===== src/rtl/pll_lock_sequencer_if.sv =====
// Sequencer <-> PLL / processor-reset signal bundle.
// master: the sequencer; slave: the PLL and reset consumers (or a testbench).
interface pll_lock_sequencer_if;
  logic       pll_lock;
  logic       pll_resetb;
  logic       pll_bypass;
  logic       sys_rst_n;
  logic       locked;
  logic       fail;
  logic [3:0] retry_cnt;

  modport master (
    input  pll_lock,
    output pll_resetb, pll_bypass, sys_rst_n, locked, fail, retry_cnt
  );

  modport slave (
    output pll_lock,
    input  pll_resetb, pll_bypass, sys_rst_n, locked, fail, retry_cnt
  );
endinterface


===== src/rtl/pll_lock_sequencer.sv =====
// iCE40 PLL power-up/recovery sequencer: holds the PLL in reset, waits for stable lock, then releases sys_rst_n.
// Optional feature macro PLL_BYPASS_FALLBACK_EN: on retry exhaustion run from the reference clock via PLL bypass.
module pll_lock_sequencer #(
  parameter int RESET_CYCLES  = 16,
  parameter int LOCK_TIMEOUT  = 4800,
  parameter int STABLE_CYCLES = 256,
  parameter int MAX_RETRIES   = 3
) (
  input logic                  clk,
  input logic                  rst_n,
  pll_lock_sequencer_if.master seq
);
  localparam int CNT_MAX0 = (RESET_CYCLES > LOCK_TIMEOUT) ? RESET_CYCLES : LOCK_TIMEOUT;
  localparam int CNT_MAX  = (CNT_MAX0 > STABLE_CYCLES) ? CNT_MAX0 : STABLE_CYCLES;
  localparam int CNT_W    = (CNT_MAX > 1) ? $clog2(CNT_MAX) : 1;

  localparam logic [CNT_W-1:0] RESET_LOAD   = CNT_W'(RESET_CYCLES - 1);
  localparam logic [CNT_W-1:0] TIMEOUT_LOAD = CNT_W'(LOCK_TIMEOUT - 1);
  localparam logic [CNT_W-1:0] STABLE_LOAD  = CNT_W'(STABLE_CYCLES - 1);
  localparam logic [3:0]       RETRY_LIMIT  = 4'(MAX_RETRIES);

  typedef enum logic [2:0] {
    RESET_PLL,
    WAIT_LOCK,
    STABLE,
    RUN,
    FAIL,
    BYPASS
  } state_t;

  state_t           state;
  state_t           state_nxt;
  logic [CNT_W-1:0] cnt;
  logic [CNT_W-1:0] cnt_nxt;
  logic [3:0]       retry_nxt;
  logic             sync1;
  logic             lock_s;
  logic             cnt_done;

  assign cnt_done = (cnt == '0);

  always_comb begin
    state_nxt = state;
    retry_nxt = seq.retry_cnt;
    cnt_nxt   = cnt_done ? cnt : cnt - CNT_W'(1);
    case (state)
      RESET_PLL: if (cnt_done) state_nxt = WAIT_LOCK;
      WAIT_LOCK: begin
        // Lock has priority over a timeout landing in the same cycle.
        if (lock_s) begin
          state_nxt = STABLE;
        end else if (cnt_done) begin
          if (seq.retry_cnt == RETRY_LIMIT) begin
`ifdef PLL_BYPASS_FALLBACK_EN
            state_nxt = BYPASS;
`else
            state_nxt = FAIL;
`endif
          end else begin
            state_nxt = RESET_PLL;
            if (seq.retry_cnt != 4'hF) retry_nxt = seq.retry_cnt + 4'd1;
          end
        end
      end
      STABLE: begin
        if (!lock_s)       state_nxt = WAIT_LOCK;
        else if (cnt_done) state_nxt = RUN;
      end
      RUN:     if (!lock_s) state_nxt = RESET_PLL;
      default: ;
    endcase

    if (state_nxt != state) begin
      case (state_nxt)
        WAIT_LOCK: cnt_nxt = TIMEOUT_LOAD;
        STABLE:    cnt_nxt = STABLE_LOAD;
        RUN: begin
          cnt_nxt   = '0;
          retry_nxt = '0;
        end
        default:   cnt_nxt = RESET_LOAD;
      endcase
    end
  end

  // Outputs are decoded from the next state so they switch on the same edge as the state.
  always_ff @(posedge clk) begin
    if (!rst_n) begin
      state          <= RESET_PLL;
      cnt            <= RESET_LOAD;
      sync1          <= 1'b0;
      lock_s         <= 1'b0;
      seq.pll_resetb <= 1'b0;
      seq.pll_bypass <= 1'b0;
      seq.sys_rst_n  <= 1'b0;
      seq.locked     <= 1'b0;
      seq.fail       <= 1'b0;
      seq.retry_cnt  <= '0;
    end else begin
      sync1          <= seq.pll_lock;
      lock_s         <= sync1;
      state          <= state_nxt;
      cnt            <= cnt_nxt;
      seq.retry_cnt  <= retry_nxt;
      seq.pll_resetb <= !((state_nxt == RESET_PLL) || (state_nxt == FAIL));
      seq.sys_rst_n  <= (state_nxt == RUN) ||
                        ((state_nxt == BYPASS) && (state == BYPASS) && cnt_done);
      seq.locked     <= (state_nxt == RUN);
      seq.fail       <= (state_nxt == FAIL) || (state_nxt == BYPASS);
`ifdef PLL_BYPASS_FALLBACK_EN
      seq.pll_bypass <= (state_nxt == BYPASS);
`else
      seq.pll_bypass <= 1'b0;
`endif
    end
  end
endmodule

===== src/flat_wrapper.sv =====
// flat-port wrapper written by rule: the top's interface ports become plain ports
module pll_lock_sequencer_flat 
#(
  parameter int RESET_CYCLES  = 16,
  parameter int LOCK_TIMEOUT  = 4800,
  parameter int STABLE_CYCLES = 256,
  parameter int MAX_RETRIES   = 3
)
  (clk, rst_n, seq_pll_lock, seq_pll_resetb, seq_pll_bypass, seq_sys_rst_n, seq_locked, seq_fail, seq_retry_cnt);
  pll_lock_sequencer_if seq_i ();
  input logic clk;
  input logic rst_n;
  input wire logic [$bits(seq_i.pll_lock)-1:0] seq_pll_lock;
  output wire logic [$bits(seq_i.pll_resetb)-1:0] seq_pll_resetb;
  output wire logic [$bits(seq_i.pll_bypass)-1:0] seq_pll_bypass;
  output wire logic [$bits(seq_i.sys_rst_n)-1:0] seq_sys_rst_n;
  output wire logic [$bits(seq_i.locked)-1:0] seq_locked;
  output wire logic [$bits(seq_i.fail)-1:0] seq_fail;
  output wire logic [$bits(seq_i.retry_cnt)-1:0] seq_retry_cnt;
  assign seq_i.pll_lock = seq_pll_lock;
  assign seq_pll_resetb = seq_i.pll_resetb;
  assign seq_pll_bypass = seq_i.pll_bypass;
  assign seq_sys_rst_n = seq_i.sys_rst_n;
  assign seq_locked = seq_i.locked;
  assign seq_fail = seq_i.fail;
  assign seq_retry_cnt = seq_i.retry_cnt;
  pll_lock_sequencer #(.RESET_CYCLES(RESET_CYCLES), .LOCK_TIMEOUT(LOCK_TIMEOUT), .STABLE_CYCLES(STABLE_CYCLES), .MAX_RETRIES(MAX_RETRIES)) u_core (.clk(clk), .rst_n(rst_n), .seq(seq_i));
endmodule

===== config.mk =====
export PLATFORM = sky130hd
export DESIGN_NAME = pll_lock_sequencer_flat
export DESIGN_NICKNAME = d
export VERILOG_FILES = /design/src/rtl/pll_lock_sequencer_if.sv /design/src/rtl/pll_lock_sequencer.sv /design/src/flat_wrapper.sv
export SDC_FILE = /design/constraint.sdc
export NUM_CORES = 1
export LEC_CHECK = 0
export CORE_MARGIN = 2
export CORE_UTILIZATION = 50
export DETAILED_ROUTE_END_ITERATION = 16
export PLACE_DENSITY = 0.71
export SYNTH_ARGS = -nofsm -noshare
export SYNTH_HDL_FRONTEND = slang
export SYNTH_SLANG_ARGS = --single-unit

===== constraint.sdc =====
create_clock -name clk -period 2.7 [get_ports clk]
set_input_delay 0.405 -clock clk [delete_from_list [all_inputs] [get_ports clk]]
set_output_delay 0.405 -clock clk [all_outputs]
set_load 0.02 [all_outputs]

==> metrics <==
status=completed; Unique masters post-synth=43; Final Max Slew Viols=0; Static Leak=~0.57 nW; CP required=2.92 ns; Max Cap Viol=0; Hold Path Class=reg -> reg; Main synth FF type=dfxtp_1; share of the synthesized area in the top cell type=38.1%; Clock Pin Slew Worst Setup and Hold Paths=about 0.15 ns; Fin Setup TNS=0 ns; Num Clock Sinks=26; initial antenna violation count=0; r2r worst-path depth=7; hpwl dp=around 2000 um; Power Total=between 0.0006 and 0.0007 W; critical path type=reg -> reg; DRT iter0 DRCs=31; post-CTS setup buffer count=0; CTS H-tree lvls=1; post-route clock period utilization=between 80% and 90%; Post-Syn Instances=between 150 and 200; Worst VDD drop=0.000362 V; diode count=0; core area=between 2000 and 3000 um2; Setup crit end kind=register; Vias=between 1000 and 1500; Nets=~180; CP Launch Type=register; DR WL/cell=around 14 um; YS warnings=0; RePlAce Congestion=0.820; Total Routing Usage GR=between 10% and 20%; chip width=between 50 and 60 um; CTS Buf Count=3; Worst-Margin Slew=between 0.5 and 0.6 ns; drt drc=0; Gate power share=roughly 4%; Pwr per Cell Area=about 460 nW/um2; IO buf count=10; layout overhead on the synthesized area=11.0%; Hold-fix buffers, CTS=0; first-pass GRT wire length=approximately 4700 um; ys async rst share=0%; Clk pwr share=approximately two fifths; top cells by area, synth=dfxtp_1 38%, nor2_1 6.0%, xnor2_1 3.8%; Sw Pwr=approximately 0.00014 W; crit path DAT=2.51 ns; sequential share of power=between 50% and 60%; TritonRoute pass-1 iters=4; clock latency on the worst-skew pair=0.33 ns; Placed Cells incl. Taps=between 150 and 200; EDFF count, synth=0; die area=between 3000 and 4000 um2; final hold vios=0; Synth Cell Area=roughly 1400 um2; Congestion Overflow GR=0; FF+latch count, synth=26; setup violators final=0; clk root buf=clkbuf_4; CTS tree=built; Vias/cell=between 5 and 6; cell with the most instances after synthesis=dfxtp_1; layout cells sized above 1=~7.1%; I/O pin total=12; Int Pwr=around 0.00055 W; Yosys top cell by area=dfxtp_1; Die Y=~56 um; commonest cells in the netlist=26 x dfxtp_1, 22 x nor2_1, 11 x nand2_1; post_cts resized=0; Initial Util=a little over half; Max clock buf depth=2; Post-Route WL=between 2000 and 3000 um; unrepaired setup endpoints after global routing=no; vias in the first global route=1033; Row Count=18; Max Clock Freq=436 MHz; Avg Inst Size Synth=about 8.4 um2; register area share after synthesis=a little under two fifths; Max FO, Critical Path=10; hold path cells=1; Syn Nets=about 170; pin count of the biggest net entering global routing=17; clock skew=~0.0052 ns; DRT antenna net count=0; Rel. slew slack=roughly 66%; Final min period=2.30 ns; switching part of the total power=about a fifth; final std cells w/o fill=200
metal layers:
metal  share of wire (%)  vias up  GRT usage [%]
met4                 1.4        0           6.80
li1                    -      591              -
met2                  44       28           26.6
met1                  49      542           27.2
met3                 5.3        4           2.76
met5                   0        -              0
placed cells by master (no fill, tap or decap), drive strengths merged, types with 2 or more instances in the layout:
cell type / count
o21a: 2
inv: 5
a21oi: 11
xor2: 2
xnor2: 6
dfxtp: 26
nor2: 22
and2: 5
o21ai: 6
clkbuf: 3
a211oi: 2
nand2b: 6
clkdlybuf4s50: 10
or3: 5
ha: 2
nor4: 5
or4: 3
nand2: 11
nand4: 2
o32a: 2
a31oi: 2
mux2i: 5
nand3: 5
nor3: 9
power by group through the flow:
stage / registers, W / clock network (W) / logic (W)
3_3_place_gp: 0.000403 / 0 / 0.0000270
5_1_grt: 0.000396 / 0.000286 / 0.0000310
3_5_place_dp: 0.000403 / 0 / 0.0000275
6_report: 0.000395 / 0.000272 / 0.0000272
4_1_cts: 0.000395 / 0.000278 / 0.0000274
2_1_floorplan: 0.000402 / 0 / 0.0000208
cell type report:
| class | instances | area [um2] |
|---|---|---|
| Fill cell | 221 | 1030 |
| Multi-Input combinational cell | 125 | 788 |
| Sequential cell | 26 | 520 |
| Timing Repair Buffer | 10 | 100 |
| Tap cell | 30 | 37.5 |
| Clock inverter | 1 | 30.0 |
| Clock buffer | 3 | 22.5 |
| Inverter | 5 | 18.8 |
registers in the layout, indices dropped and copies added (netlist names):
name	count
u_core.sync1	1
u_core.seq.fail	1
u_core.seq.pll_resetb	1
u_core.cnt	13
u_core.seq.locked	1
u_core.lock_s	1
u_core.state	3
u_core.seq.retry_cnt	4
u_core.seq.sys_rst_n	1
cell families after synthesis:
kind of cell	count (synthesis)	share of synthesized area [%]
other	1	0.274
buffers and inverters	12	4.30
XOR/XNOR	8	5.12
AND/OR/NAND/NOR	79	31.8
multiplexers	5	3.66
AO/OA/AOI/OAI	30	14.9
flip-flops	26	38.1
adder cells (fa/ha/maj)	2	1.83
per-stage QoR:
step / area [um2] / util (%) / hold slack (ns) / worst slack, ns
floorplan: 1370 / - / 0.412 / 0.846
global placement: 1470 / 57.6 / 0.420 / 0.678
detailed placement: 1470 / 57.6 / 0.427 / 0.544
CTS: 1520 / 59.6 / 0.459 / 0.431
global route: 1520 / 59.6 / 0.482 / 0.252
finish: 1520 / 59.6 / 0.458 / 0.404
worst paths after layout:
path                  from             to  slack (ns)
max reg2reg  u_core.cnt[0]  u_core.cnt[4]        0.40
max          u_core.cnt[0]  u_core.cnt[4]        0.40
min reg2reg   u_core.sync1  u_core.lock_s        0.46
min           u_core.sync1  u_core.lock_s        0.46
critical path, cell delays in order (launching register included):
cell      delay (ns)
dfxtp_1         0.38
inv_1           0.07
ha_1            0.19
nor3b_2         0.33
nand4_2         0.30
mux2i_1         0.21
o32a_1          0.37
a211oi_1        0.33
No activity file was read; power rests on OpenSTA's default activity.
